==> config.mk <==
export PLATFORM = sky130hd
export DESIGN_NAME = uart_rx_framed
export DESIGN_NICKNAME = d
export VERILOG_FILES = /design/src/rtl/uart_rx_framed.sv
export SDC_FILE = /design/constraint.sdc
export NUM_CORES = 1
export LEC_CHECK = 0
export BUFFER_PORTS_ARGS = -buffer_cell sky130_fd_sc_hd__clkbuf_2
export CORE_UTILIZATION = 30
export CTS_CLUSTER_DIAMETER = 60
export DETAILED_ROUTE_END_ITERATION = 7
export PLACE_DENSITY = 0.56
export REMOVE_ABC_BUFFERS = 1
export SLEW_MARGIN = 25
export SYNTH_ARGS = -nofsm -noshare
export SYNTH_HDL_FRONTEND = slang
export SYNTH_SLANG_ARGS = --single-unit
==> constraint.sdc <==
create_clock -name clk -period 2.4 [get_ports clk]
set_clock_uncertainty 0.15 [all_clocks]
set_input_delay 0.36 -clock clk [delete_from_list [all_inputs] [get_ports clk]]
set_output_delay 0.36 -clock clk [all_outputs]
set_load 0.01 [all_outputs]
==> src/rtl/uart_rx_framed.sv <==
// UART receiver: 2-FF synchroniser, mid-bit sampling with false-start rejection,
// optional parity, 1/2 stop bits, and NUM_WORDS words packed per ready/valid beat.
module uart_rx_framed #(
  parameter int CLOCKS_PER_PULSE = 4,
  parameter int BITS_PER_WORD    = 8,
  parameter int W_OUT            = 16,
  parameter int PARITY           = 0,
  parameter int STOP_BITS        = 1
) (
  input  logic             clk,
  input  logic             rstn,
  input  logic             rx,
  input  logic             m_ready,
  output logic             m_valid,
  output logic [W_OUT-1:0] m_data,
  output logic             m_parity_err,
  output logic             m_frame_err,
  output logic             m_overrun
);
  localparam int NUM_WORDS = W_OUT / BITS_PER_WORD;
  localparam int CW        = $clog2(CLOCKS_PER_PULSE);
  localparam int BCW       = $clog2(BITS_PER_WORD + 2);
  localparam int WCW       = (NUM_WORDS > 1) ? $clog2(NUM_WORDS) : 1;

  typedef enum logic [2:0] {S_IDLE, S_START, S_DATA, S_PAR, S_STOP, S_BREAK} state_t;

  state_t                   r_state;
  logic [1:0]               r_sync;
  logic [CW-1:0]            r_cnt;
  logic [BCW-1:0]           r_bit;
  logic [WCW-1:0]           r_wcnt;
  logic [BITS_PER_WORD-1:0] r_shift;
  logic [W_OUT-1:0]         r_buf;
  logic                     r_perr;
  logic                     r_ferr;

  logic             w_rs;
  logic             w_tick;
  logic             w_half;
  logic             w_par_bad;
  logic             w_ferr;
  logic             w_last_stop;
  logic             w_last_word;
  logic             w_free;
  logic [W_OUT-1:0] w_beat;

  assign w_rs        = r_sync[1];
  assign w_tick      = (r_cnt == CW'(CLOCKS_PER_PULSE - 1));
  assign w_half      = (r_cnt == CW'(CLOCKS_PER_PULSE / 2 - 1));
  // Odd parity wants an odd total of ones over data + parity bit, even wants even.
  assign w_par_bad   = (PARITY == 1) ? ~(^{w_rs, r_shift}) : (^{w_rs, r_shift});
  assign w_ferr      = r_ferr | ~w_rs;
  assign w_last_stop = (r_bit == BCW'(STOP_BITS - 1));
  assign w_last_word = (r_wcnt == WCW'(NUM_WORDS - 1));
  assign w_free      = !m_valid || m_ready;

  // The final word goes straight into the beat, bypassing the slot buffer.
  always_comb begin
    w_beat = r_buf;
    w_beat[W_OUT-1 -: BITS_PER_WORD] = r_shift;
  end

  always_ff @(posedge clk or negedge rstn) begin
    if (!rstn) r_sync <= 2'b11;
    else       r_sync <= {r_sync[0], rx};
  end

  always_ff @(posedge clk or negedge rstn) begin
    if (!rstn) begin
      r_state      <= S_IDLE;
      r_cnt        <= '0;
      r_bit        <= '0;
      r_wcnt       <= '0;
      r_shift      <= '0;
      r_buf        <= '0;
      r_perr       <= 1'b0;
      r_ferr       <= 1'b0;
      m_valid      <= 1'b0;
      m_data       <= '0;
      m_parity_err <= 1'b0;
      m_frame_err  <= 1'b0;
      m_overrun    <= 1'b0;
    end else begin
      m_overrun <= 1'b0;
      if (m_valid && m_ready) m_valid <= 1'b0;
      case (r_state)
        S_IDLE: if (!w_rs) begin
          r_state <= S_START;
          r_cnt   <= '0;
        end
        S_START: if (w_half) begin
          r_cnt   <= '0;
          r_bit   <= '0;
          r_state <= w_rs ? S_IDLE : S_DATA;
        end else r_cnt <= r_cnt + 1'b1;
        S_DATA: if (w_tick) begin
          r_cnt   <= '0;
          r_shift <= BITS_PER_WORD'({w_rs, r_shift} >> 1);
          if (r_bit == BCW'(BITS_PER_WORD - 1)) begin
            r_bit   <= '0;
            r_state <= (PARITY != 0) ? S_PAR : S_STOP;
          end else r_bit <= r_bit + 1'b1;
        end else r_cnt <= r_cnt + 1'b1;
        S_PAR: if (w_tick) begin
          r_cnt   <= '0;
          if (w_par_bad) r_perr <= 1'b1;
          r_state <= S_STOP;
        end else r_cnt <= r_cnt + 1'b1;
        S_STOP: if (w_tick) begin
          r_cnt <= '0;
          if (!w_last_stop) begin
            r_bit  <= r_bit + 1'b1;
            r_ferr <= w_ferr;
          end else begin
            r_bit   <= '0;
            r_buf[r_wcnt*BITS_PER_WORD +: BITS_PER_WORD] <= r_shift;
            r_state <= w_rs ? S_IDLE : S_BREAK;
            if (w_last_word) begin
              r_wcnt <= '0;
              r_perr <= 1'b0;
              r_ferr <= 1'b0;
              if (w_free) begin
                m_valid      <= 1'b1;
                m_data       <= w_beat;
                m_parity_err <= r_perr;
                m_frame_err  <= w_ferr;
              end else m_overrun <= 1'b1;
            end else begin
              r_wcnt <= r_wcnt + 1'b1;
              r_ferr <= w_ferr;
            end
          end
        end else r_cnt <= r_cnt + 1'b1;
        // A held-low line yields nothing until it returns high.
        S_BREAK: if (w_rs) r_state <= S_IDLE;
        default: r_state <= S_IDLE;
      endcase
    end
  end
endmodule
==> key figures, run 1 <==
Timing
  • Worst slew margin: 0.579
  • Setup TNS: 0 ps
  • Final hold violation count: 2
  • Min Hold Slack: -3.79 ps
  • Fin crit period: 2120 ps
  • RSZ-0062 raised after global routing: no
  • FMAX: 0.472 GHz
  • Setup violators final: 0
  • Slew Limit Fails: 0
  • Worst slew pin tran: 631 ps
  • Final period utilization: 0.883

Floorplan
  • Die width: 89.0 µm
  • Rows: 31
  • Initial core utilization: 0.311
  • Die Span Y: 89.0 µm
  • Core area: between 0.007 and 0.008 mm²
  • I/O pins: 24
  • Die ar.: 0.00792 mm²

GRT
  • Initial antenna violation count: 0
  • Tot GR Track Use: 0.115
  • First-pass GRT wire length: 6.75 mm
  • Vias in the first global route: 1331
  • Largest net degree at the start of global routing: 51
  • Grt total ovfl: 0

Logic synthesis
  • Most common cell in the netlist: dfrtp_1
  • Cells after synthesis: 173
  • Synth area leader: dfrtp_1
  • Sequential area share after synthesis: 0.552
  • Synth Warn #: 0
  • Mean Syn Cell Area: 13.1 µm²
  • Mapped Area: approximately 0.0023 mm²
  • Number of synthesized register bits: 50
  • Ys flop type: dfrtp_1
  • Post-synth EDFFs: 0
  • Synth top area share: 0.529
  • Library cells used by synthesis: 40
  • Area contributors post-synth: dfrtp_1 (53%), mux2_2 (12%), mux2_1 (4.0%), ha_1 (2.8%), dfstp_2 (2.3%)
  • Async SR Flop Fraction: 1.00
  • Commonest cells post-synth: dfrtp_1 (48), mux2_2 (25), inv_1 (11), mux2_1 (8), o21ai_0 (8)

Route
  • Iteration-0 DRC Markers: 83
  • Vias: 1356
  • Antenna-violating nets left: 0
  • Final wirelength: 3.88 mm
  • Via density: approximately 4.5
  • Wire per inst: 12.9 µm
  • First-pass detailed-route iteration total: 6
  • Post-route DRC: 0

Placement
  • Dpl cell area: 0.00249 mm²
  • Port Buffer Count: 23
  • DP HPWL: 2.72 mm
  • Placer Congestion: between 0.8 and 0.9

Outcome
  • Status: finished with violations
  • Failing checks: hold timing

Pwr
  • Max VDD drop: around 0.23 mV
  • Pwr dens: 696 mW/mm²
  • Leakage: 1.28 nW

Hold path
  • Worst hold path type: input port to asynchronous set/reset pin

Final layout
  • # diodes: 0
  • Core Util, Final: 0.355
  • Final instance area: approximately 0.0026 mm²
  • Area Overhead vs Synth: 13.9%
  • Final #Nets: 209
  • Share of cells above drive strength 1: 0.343

Critical path
  • Worst EP required: 2400 ps
  • CP max FO: 10
  • Critical path arrival: 2120 ps
  • Startpoint type of the worst setup path: flop
  • WS Path Type: flop to flop
  • Crit. End Element: flop
  • FF-to-FF setup slack: between 200 and 300 ps

Clock network
  • CTS H-tree depth: 2
  • Cts bufs inserted: 5
  • Root buffer cell: clkbuf_8
  • Clock-pin slew on the worst setup and hold paths: 90 ps
  • Clock buffer depth: 2
  • Clk sink count: 50
  • CTS tree: yes
  • Clock Latency Late Sink: 300 ps
  • Setup repair bufs after CTS: 0

Flow run
  • Max Cap Viol: 0
-- cells in the final DEF (no fill, tap or decap), drive strengths merged, types with 2 or more instances in the layout --
cell     n
dfrtp   48
mux2    34
clkbuf  29
inv     12
o21ai    9
nand2    7
nor2     6
a21oi    5
xnor2    5
ha       5
nand3    4
nand2b   3
nor3     3
nand4    3
and4bb   2
nor2b    2
a31oi    2
xor2     2
mux2i    2
dfstp    2
or3b     2
-- flip-flops by register name (all words and copies together), names as in the netlist --
signal / count
m_data: 16
m_frame_err: 1
m_overrun: 1
m_parity_err: 1
m_valid: 1
r_bit: 4
r_buf: 8
r_cnt: 2
r_ferr: 1
r_perr: 1
r_shift: 8
r_state: 3
r_sync: 2
r_wcnt: 1
-- final cells by class --
| type | instances | area, µm² |
|---|---|---|
| timing repair buffer | 25 | 133 |
| multi-input combinational | 107 | 950 |
| clock inverter | 2 | 13.8 |
| fill | 747 | 4700 |
| clock buffer | 6 | 72.6 |
| sequential | 50 | 1250 |
| tap | 99 | 124 |
| inverter | 11 | 41.3 |
-- per-layer routing --
metal / track usage / vias up / share of wire
li1: - / 661 / -
met1: 0.149 / 666 / 0.49
met2: 0.183 / 23 / 0.46
met3: 0.0286 / 6 / 0.028
met4: 0.0476 / 0 / 0.020
met5: 0 / - / 0
-- report_power, final --
group	leakage, nW	switching, mW	internal (mW)
sequential	0.687	0.0712	0.891
combinational	0.549	0.192	0.162
clock	0.0456	0.278	0.208
-- path summary, 6_finish.rpt --
check,startpoint,to,cells after the start
min in group clk,r_sync[0]$_DFF_PN1_,r_sync[1]$_DFF_PN1_,0
worst max-delay path,r_cnt[0]$_DFFE_PN0P_,r_bit[1]$_DFFE_PN0P_,4
worst max register to register,r_cnt[0]$_DFFE_PN0P_,r_bit[1]$_DFFE_PN0P_,4
worst min register to register,r_sync[0]$_DFF_PN1_,r_sync[1]$_DFF_PN1_,0
worst min-delay path,rstn,r_bit[0]$_DFFE_PN0P_,2
max in group asynchronous,rstn,r_shift[3]$_DFFE_PN0P_,2
-- stage by stage --
stage	setup WS (ps)	total power [mW]	instances
after floorplan	478	1.24	168
after CTS	246	1.83	300
final	282	1.80	300
after global placement	283	1.33	291
after global routing	107	1.92	300
after detailed placement	250	1.34	291
-- cell families after synthesis --
group / Yosys count / share of synthesized area
DFF: 50 / 0.552
and+or+nand+nor: 35 / 0.100
buffers and inverters: 16 / 0.0297
AOI/OAI and AO/OA: 23 / 0.0744
muxes: 36 / 0.179
xor gates and xnor gates: 8 / 0.0369
adders and majority gates: 5 / 0.0275
-- timing repair --
action	4_1_cts	5_1_grt
hold buffers	1	0
hold endpoints to repair	1	0
gates resized for setup	0	0
-- critical path, stage by stage, from the launching register on --
cell	delay [ps]
dfrtp_1	430
ha_1	280
and4bb_2	360
a311oi_1	550
o21ai_0	200
Note: power is estimated with default switching activity, not from simulation.
==> run 2: changes to the inputs <==
ABC_AREA = 1   (was default)
SETUP_SLACK_MARGIN = 0.05   (was default)
==> key figures, run 2 <==
Outcome
  • Status: finished clean

Pwr
  • Register share of total power: 0.483
  • Clock power frac: 0.229
  • Pwr dens: 789 mW/mm²
  • Sw power: 761 µW
  • Total power: 2.09 mW
  • Pint: between 1 and 1.5 mW
  • Leakage: around 1.3 nW
  • Switching share of power: 0.365
  • Combinational power share: 0.288
  • Max VDD drop: 0.350 mV

Floorplan
  • Initial core utilization: 0.315
  • I/O pins: 24
  • Die Span Y: 90.2 µm
  • Die width: ~90 µm
  • Rows: 31
  • Die ar.: 0.00814 mm²
  • Core area: 0.00741 mm²

Logic synthesis
  • Commonest cells post-synth: nand2_1 (91), dfrtp_1 (48), inv_1 (31), o21ai_0 (27), nor2_1 (18)
  • Mean Syn Cell Area: 8.59 µm²
  • Most common cell in the netlist: nand2_1
  • Synth area leader: dfrtp_1
  • Mapped Area: 0.00234 mm²
  • Sequential area share after synthesis: 0.537
  • Library cells used by synthesis: 28
  • Post-synth EDFFs: 0
  • Ys flop type: dfrtp_1
  • Cells after synthesis: 272
  • Area contributors post-synth: dfrtp_1 (51%), nand2_1 (15%), o21ai_0 (5.8%), inv_1 (5.0%), o21ai_2 (3.0%)
  • Synth Warn #: 0
  • Async SR Flop Fraction: 1.00
  • Synth top area share: 0.514
  • Number of synthesized register bits: 50

Final layout
  • # diodes: 0
  • Biggest regs: m_data x16, r_buf x8, r_shift x8
  • Share of cells above drive strength 1: 0.170
  • Final instance area: 0.00264 mm²
  • Most frequent cells in the layout: nand2_1 (91), dfrtp_1 (48), inv_1 (31), o21ai_0 (27), clkbuf_2 (23)
  • Area Overhead vs Synth: 13.1%
  • Core Util, Final: 0.357
  • Final #Nets: about 310
  • Fillers: 777
  • Max reg flops: 16
  • Commonest non-fill, non-tap cell in the layout: nand2_1
  • Most flop-heavy register: m_data

Critical path
  • Worst path cell trace: inv_1, ha_1, nor3b_1, nand2_2, or2_1, nand2_1, o21ai_2
  • Reg-to-Reg End: r_buf[2]$_DFFE_PN0P_
  • Crit. End Element: flop
  • FF-to-FF setup slack: around 360 ps
  • Critical path arrival: 2070 ps
  • CP max FO: 17
  • Slowest cell on the critical path: or2_1
  • Startpoint type of the worst setup path: flop
  • Reg2Reg Depth: 7
  • CP top delay family: simple AND/OR/NAND/NOR gates
  • Worst path max stage delay: approximately 470 ps
  • CP bufs+invs: 1
  • Worst EP required: 2430 ps
  • Worst reg2reg path startpoint: r_bit[0]$_DFFE_PN0P_
  • WS Path Type: flop to flop

Clock network
  • CTS tree: yes
  • Root buffer cell: clkbuf_8
  • Cts bufs inserted: 5
  • Setup repair bufs after CTS: 0
  • CTS H-tree depth: 2
  • Clock Latency Late Sink: approximately 300 ps
  • Clk sink count: 50
  • Clock-pin slew on the worst setup and hold paths: 90 ps
  • Clock buffer depth: 2

Timing
  • Final period utilization: 0.852
  • Worst slew pin tran: 704 ps
  • Setup TNS: 0 ps
  • Worst slew margin: 0.531
  • RSZ-0062 raised after global routing: no
  • Setup violators final: 0
  • FMAX: just under 0.5 GHz
  • Slew Limit Fails: 0
  • Fin crit period: 2040 ps
  • Setup ws final: 356 ps
  • Final hold violation count: 0

Placement
  • Pre-CTS setup slack: 373 ps
  • Port Buffer Count: 23
  • Placer Congestion: 0.759
  • DP HPWL: 3.16 mm
  • Dpl cell area: 0.00255 mm²

Route
  • Post-route DRC: 0
  • Antenna-violating nets left: 0
  • Vias: roughly 1.8k
  • Iteration-0 DRC Markers: 107
  • Via density: between 4 and 5
  • First-pass detailed-route iteration total: 4
  • Wire per inst: 10.9 µm
  • Final wirelength: 4.36 mm

GRT
  • Initial antenna violation count: 0
  • Largest net degree at the start of global routing: ~50
  • Tot GR Track Use: 0.117
  • Vias in the first global route: 1753
  • First-pass GRT wire length: 7.71 mm
  • Grt total ovfl: 0

Hold path
  • Worst hold path type: input port to asynchronous set/reset pin

Flow run
  • Max Cap Viol: 0
## run 2: how the worst max path moves through the flow
stage / slack, ps / cells after the start / endpoint / startpoint
detailed placement: 370 / 7 / r_buf[6]$_DFFE_PN0P_ / r_bit[0]$_DFFE_PN0P_
global placement: 430 / 7 / r_buf[5]$_DFFE_PN0P_ / r_bit[0]$_DFFE_PN0P_
finish: 360 / 7 / r_buf[2]$_DFFE_PN0P_ / r_bit[0]$_DFFE_PN0P_
CTS: 350 / 7 / r_buf[0]$_DFFE_PN0P_ / r_bit[0]$_DFFE_PN0P_
floorplan: 530 / 7 / m_data[0]$_DFFE_PN0P_ / r_cnt[0]$_DFFE_PN0P_
global route: 230 / 7 / r_buf[6]$_DFFE_PN0P_ / r_bit[0]$_DFFE_PN0P_
## run 2: worst register-to-register path, delay by kind of cell (launching register included)
family,cells,cell delay (ps)
AO/OA/AOI/OAI,1,60
AND/OR/NAND/NOR,4,1050
flip-flops,1,410
buffers and inverters,1,80
adder cells (fa/ha/maj),1,160
## run 2: metal layers
| layer | track usage | wire, µm | vias up |
|---|---|---|---|
| met2 | 0.206 | 2100 | 22 |
| met3 | 0.0254 | 104 | 5 |
| met4 | 0.0363 | 46 | 0 |
| met1 | 0.142 | 2110 | 819 |
| met5 | 0 | 0 | - |
| li1 | - | - | 920 |
## run 2: cell families after synthesis
group	count (synthesis)	synth area share
AND/OR/NAND/NOR	131	0.237
flip-flops	50	0.537
adder cells (fa/ha/maj)	5	0.0268
AO/OA/AOI/OAI	46	0.120
buffers and inverters	38	0.0723
XOR/XNOR	2	0.00750
## run 2: layout make-up
type / count / area [µm²] / share of cell area
clock inverter: 2 / 15.0 / 0.00568
clock buffer: 5 / 68.8 / 0.0260
inverter: 32 / 120 / 0.0455
multi-input combinational: 184 / 913 / 0.346
sequential: 50 / 1250 / 0.474
timing repair buffer: 27 / 148 / 0.0559
tap: 99 / 124 / 0.0469
## run 2: timing repair
item                                   CTS  global route
hold buffers                             1             0
endpoints found under the hold margin    1             0
resized for setup                        0             0
## run 2: power by group through the flow
| stage | registers (mW) | logic (mW) | clock network, mW |
|---|---|---|---|
| after floorplan | 1.01 | 0.475 | 0 |
| after global placement | 1.02 | 0.586 | 0 |
| after detailed placement | 1.02 | 0.601 | 0 |
| after CTS | 1.01 | 0.608 | 0.501 |
| after global routing | 1.02 | 0.714 | 0.530 |
| final | 1.01 | 0.601 | 0.477 |
## run 2: metrics by stage
stage | cells | hold WS, ps
detailed placement | 391 | 199
CTS | 399 | 32.1
global route | 399 | 66.6
global placement | 391 | 197
finish | 399 | 3.61
floorplan | 266 | -85.6
